===== src/rtl/key_motion_ctrl.sv =====
// Per-player horizontal velocity and jump-arc controller, advanced once per video frame.
// Two identical, independent player channels sit behind the key_motion_ctrl top.

module KeyMotionPlayer #(
    parameter int X_SPEED     = 2,
    parameter int JUMP_FRAMES = 16,
    parameter int JUMP_STEP   = 3
) (
    input  logic       clk_i,
    input  logic       reset_i,
    input  logic       frame_tick_i,
    input  logic       jump_i,
    input  logic       left_i,
    input  logic       right_i,
    output logic [9:0] xvel_o,
    output logic [9:0] height_o,
    output logic [1:0] jstate_o,
    output logic       jpulse_o
);

    localparam int CW = $clog2(JUMP_FRAMES) + 1;
    localparam logic [9:0]    SPEED = 10'(X_SPEED);
    localparam logic [9:0]    STEP  = 10'(JUMP_STEP);
    localparam logic [CW-1:0] LAST  = CW'(JUMP_FRAMES - 1);

    typedef enum logic [1:0] {
        GROUND = 2'd0,
        RISE   = 2'd1,
        FALL   = 2'd2
    } jstate_e;

    jstate_e       state_q, state_d;
    logic [CW-1:0] count_q, count_d;
    logic [9:0]    height_q, height_d;
    logic [9:0]    xvel_q, xvel_d;
    logic          jumpPrev_q, jumpPrev_d;
    logic          jpulse_q, jpulse_d;
    logic          jumpEdge;

    always_ff @(posedge clk_i) begin
        if (reset_i) begin
            state_q    <= GROUND;
            count_q    <= '0;
            height_q   <= '0;
            xvel_q     <= '0;
            jumpPrev_q <= 1'b0;
            jpulse_q   <= 1'b0;
        end else begin
            state_q    <= state_d;
            count_q    <= count_d;
            height_q   <= height_d;
            xvel_q     <= xvel_d;
            jumpPrev_q <= jumpPrev_d;
            jpulse_q   <= jpulse_d;
        end
    end

    // The turnover tick holds the height so the arc peaks at exactly JUMP_FRAMES*JUMP_STEP.
    always_comb begin
        state_d    = state_q;
        count_d    = count_q;
        height_d   = height_q;
        xvel_d     = xvel_q;
        jumpPrev_d = jumpPrev_q;
        jpulse_d   = 1'b0;
        jumpEdge   = jump_i & ~jumpPrev_q;

        if (frame_tick_i) begin
            jumpPrev_d = jump_i;

            if (left_i && !right_i) begin
                xvel_d = 10'd0 - SPEED;
            end else if (right_i && !left_i) begin
                xvel_d = SPEED;
            end else begin
                xvel_d = '0;
            end

            case (state_q)
                GROUND: begin
                    count_d  = '0;
                    height_d = '0;
                    if (jumpEdge) begin
                        state_d  = RISE;
                        height_d = STEP;
                        jpulse_d = 1'b1;
                    end
                end
                RISE: begin
                    if (count_q == LAST) begin
                        state_d = FALL;
                        count_d = '0;
                    end else begin
                        height_d = height_q + STEP;
                        count_d  = count_q + 1'b1;
                    end
                end
                FALL: begin
                    // Landing forces zero so the height can never wrap below ground.
                    if (count_q == LAST) begin
                        state_d  = GROUND;
                        count_d  = '0;
                        height_d = '0;
                    end else begin
                        height_d = height_q - STEP;
                        count_d  = count_q + 1'b1;
                    end
                end
                default: begin
                    state_d  = GROUND;
                    count_d  = '0;
                    height_d = '0;
                end
            endcase
        end
    end

    assign xvel_o   = xvel_q;
    assign height_o = height_q;
    assign jstate_o = state_q;
    assign jpulse_o = jpulse_q;

endmodule

module key_motion_ctrl #(
    parameter int X_SPEED     = 2,
    parameter int JUMP_FRAMES = 16,
    parameter int JUMP_STEP   = 3
) (
    input  logic       clk_i,
    input  logic       reset_i,
    input  logic       frame_tick_i,
    input  logic       w_on_i,
    input  logic       a_on_i,
    input  logic       d_on_i,
    input  logic       up_on_i,
    input  logic       left_on_i,
    input  logic       right_on_i,
    output logic [9:0] p1_xvel_o,
    output logic [9:0] p2_xvel_o,
    output logic [9:0] p1_height_o,
    output logic [9:0] p2_height_o,
    output logic [1:0] p1_jstate_o,
    output logic [1:0] p2_jstate_o,
    output logic       p1_jpulse_o,
    output logic       p2_jpulse_o
);

    KeyMotionPlayer #(
        .X_SPEED    (X_SPEED),
        .JUMP_FRAMES(JUMP_FRAMES),
        .JUMP_STEP  (JUMP_STEP)
    ) player1 (
        .clk_i       (clk_i),
        .reset_i     (reset_i),
        .frame_tick_i(frame_tick_i),
        .jump_i      (w_on_i),
        .left_i      (a_on_i),
        .right_i     (d_on_i),
        .xvel_o      (p1_xvel_o),
        .height_o    (p1_height_o),
        .jstate_o    (p1_jstate_o),
        .jpulse_o    (p1_jpulse_o)
    );

    KeyMotionPlayer #(
        .X_SPEED    (X_SPEED),
        .JUMP_FRAMES(JUMP_FRAMES),
        .JUMP_STEP  (JUMP_STEP)
    ) player2 (
        .clk_i       (clk_i),
        .reset_i     (reset_i),
        .frame_tick_i(frame_tick_i),
        .jump_i      (up_on_i),
        .left_i      (left_on_i),
        .right_i     (right_on_i),
        .xvel_o      (p2_xvel_o),
        .height_o    (p2_height_o),
        .jstate_o    (p2_jstate_o),
        .jpulse_o    (p2_jpulse_o)
    );

endmodule


===== config.mk =====
export PLATFORM = sky130hd
export DESIGN_NAME = key_motion_ctrl
export DESIGN_NICKNAME = d
export VERILOG_FILES = /design/src/rtl/key_motion_ctrl.sv
export SDC_FILE = /design/constraint.sdc
export NUM_CORES = 1
export LEC_CHECK = 0
export ABC_CLOCK_PERIOD_IN_PS = 2300
export BUFFER_PORTS_ARGS = -buffer_cell sky130_fd_sc_hd__clkbuf_2
export CAP_MARGIN = 10
export CORE_MARGIN = 1
export CORE_UTILIZATION = 34
export DETAILED_ROUTE_END_ITERATION = 10
export GPL_TIMING_DRIVEN = 0
export HOLD_SLACK_MARGIN = 0.08
export RECOVER_POWER = 50
export SYNTH_ARGS = -nofsm -noshare
export SYNTH_HDL_FRONTEND = slang
export SYNTH_SLANG_ARGS = --single-unit

===== constraint.sdc =====
create_clock -name clk_i -period 2.3 [get_ports clk_i]
set_input_delay 0 -clock clk_i [delete_from_list [all_inputs] [get_ports clk_i]]
set_output_delay 0 -clock clk_i [all_outputs]
set_load 0.02 [all_outputs]

==> results.ini <==
[timing]
finalSetupTns_ns = 0
min_period_over_period = 0.864
clock_skew_ns = 0.0102
max_freq_mhz = 503
drv_slew = 0
tightestPinTransition_ns = 0.552
rsz0062_at_grt = no
hold_violations = 0
finalCriticalPeriod_ns = 1.99
relSlewSlack = 0.632
setup_viol = 0
hold_ws_ns = 0.110
fin_ws_ns = 0.312

[route]
drc = 0
drt_first_pass_iters = 4
totalWireLength_mm = 7.02
drt_iter0_markers = 155
routedWlPerCell_um = 13.4
vias_per_cell = 5.16
vias = 2704
antenna_left = 0

[worst_setup_path]
required_ns = 2.50
r2r-start = player2.height_o[0]
r2r_cells = 8
worstReg2RegEnd = player2.height_o[8]
crit_start = player2.height_o[0]
cp.buffers_inverters = 2
crit_type = flip-flop to flip-flop
crit_chain = clkbuf_1 -> inv_1 -> ha_1 -> and4b_1 -> nand4_1 -> xnor2_1 -> a22oi_1 -> o21ai_1
cp.arrival_ns = 2.19
path_delay_family = buffers and inverters
crit_path_end_kind = flip-flop
critical_path.max_fanout = 8
crit_slowest_cell = dfxtp_1
cp-start-kind = flip-flop
r2r_setup_slack_ns = 0.31
cpPeakStageDelay_ns = 0.39

[logic_synthesis]
synth.avg_cell_area_sq_um = 8.02
synth.yosys.seq_area_share = 0.296
syn_inst = 354
synthTopCellsByArea = dfxtp_1 30%, ha_1 7.1%, a21oi_1 4.4%
yosys_warnings = 0
syn-cell-area_sq_um = 2840
yosys.area.top_type = dfxtp_1
synth-seq-cells = 42
synth_cell_types = 48
synth_top_area_share = 0.296
synth-main-ff-cell = dfxtp_1
yosysMostFrequentCell = dfxtp_1
async_flop_share = 0
ys_top_cells_by_count = 42 x dfxtp_1, 33 x nor2_1, 25 x a21oi_1
synth_edf_count = 0

[power]
power_frac_seq = 0.458
switching_share = 0.340
irDropWorstVdd_uv = 232
power.density_nw_per_um2 = 520
p_clk_frac = 0.288
leakage_uw = 0.00133
power.switching_uw = 592
power_frac_comb = 0.254
p_int_uw = 1150

[clock_network]
htreeDepth = 2
cts-root-buf = clkbuf_8
cts_tree = built
insertion_delay_ns = 0.30
clk_pin_slew_ns = 0.09
post_cts_resized = 0
cts_setup_buffers = 0
cts_max_path_buffers = 2
cts_sinks = 42
cts_buffers = 5

[floorplanning]
start_util = 0.360
chipHeight_um = 93.4
rows = 32
core_region_area_sq_um = 7890
io_pins = 55
die-area_sq_um = 8720
die_w_um = 93.4

[global_routing]
antenna_found_initial = 0
grt_pass1_wl_mm = 11.4
grt_usage = 0.164
grt_pass1_vias = 2397
overflow = 0
grt_max_degree = 15

[cells_and_area]
drive_gt1_frac = 0.142
layout.cells.non_filler = 524
area_growth_pct = 18.1
insertedDiodeCount = 0
nNetsFinal = 446
fillerInstances = 824

[placement]
port_buffers = 52
gp_congestion = 0.784
dp_hpwl_mm = 4.99
dp_slack_ns = 0.328
placed_cells = 509

[status]
status = completed

[job]
maxCapViolCount = 0

[hold_path]
whs_endpoint = player2.xvel_o[8]
holdCritPathClass = primary input to flip-flop
whs_path_depth = 5
holdCritStartpoint = right_on_i

==> cells by family after synthesis <==
logic type / Yosys count / share of synthesized area
and+or+nand+nor: 118 / 0.231
AOI/OAI and AO/OA: 87 / 0.194
buffers and inverters: 58 / 0.103
DFF: 42 / 0.296
xor gates and xnor gates: 21 / 0.0648
adders and majority gates: 16 / 0.0705
muxes: 11 / 0.0392
other: 1 / 0.00132
==> metrics by stage <==
step / total power (uW) / cell area, sq um / util
after floorplan: 1140 / 2840 / -
after global placement: 1250 / 3230 / 0.409
after detailed placement: 1250 / 3230 / 0.409
after CTS: 1780 / 3390 / 0.430
after global routing: 1850 / 3350 / 0.425
final: 1740 / 3350 / 0.425
==> placed cells by master (no fill, tap or decap), drive strengths merged, types with 13 or more instances in the layout <==
cell type   n
o21ai      28
nand3b     14
ha         16
dfxtp      42
inv        19
a22oi      13
clkbuf     84
nor2       33
a21oi      25
nand2      18
==> power groups by stage <==
| stage | Sequential, uW | Combinational [uW] | Clock, uW |
|---|---|---|---|
| 2_1_floorplan | 837 | 299 | 0 |
| 3_3_place_gp | 815 | 432 | 0 |
| 3_5_place_dp | 816 | 437 | 0 |
| 4_1_cts | 798 | 450 | 527 |
| 5_1_grt | 804 | 491 | 556 |
| 6_report | 798 | 442 | 503 |
==> sequential cells by signal, summed over array words and instances (netlist names), 2 cells and up <==
signal	count
player1.count_q	5
player2.count_q	5
player2.xvel_o	2
player2.jstate_o	2
player1.height_o	10
player1.jstate_o	2
player2.height_o	10
player1.xvel_o	2
==> worst max-delay path by stage <==
stage / slack [ns] / cells past startpoint / end
CTS: 0.30 / 8 / player2.height_o[8]
global route: 0.11 / 8 / player2.height_o[8]
global placement: 0.34 / 8 / player2.height_o[8]
floorplan: 0.45 / 8 / player2.height_o[8]
detailed placement: 0.33 / 8 / player2.height_o[8]
finish: 0.31 / 8 / player2.height_o[8]
==> metal layers <==
metal / GRT usage / vias to the layer above / wire, um
met4: 0.0423 / 0 / 41
met3: 0.0317 / 4 / 304
met1: 0.216 / 1252 / 3370
met2: 0.272 / 72 / 3300
met5: 0 / - / 0
li1: - / 1376 / -
==> worst reg2reg max path, stage by stage (launching register included) <==
cell and delay (ns):
dfxtp_1 0.39, clkbuf_1 0.36, inv_1 0.10, ha_1 0.24, and4b_1 0.31, nand4_1 0.13, xnor2_1 0.16, a22oi_1 0.14
o21ai_1 0.07
==> cell type report <==
class	count	area, sq um	share of cell area
Inverter	19	71.3	0.0213
Timing Repair Buffer	59	292	0.0870
Buffer	39	220	0.0657
Multi-Input combinational cell	255	1710	0.510
Tap cell	102	128	0.0381
Clock inverter	3	21.3	0.00635
Sequential cell	42	841	0.251
Clock buffer	5	68.8	0.0205
==> what timing repair did <==
action,CTS,global route
endpoints found under the setup margin,0,0
endpoints found under the hold margin,6,0
hold buffers,7,0
Note: power is estimated with default switching activity, not from simulation.
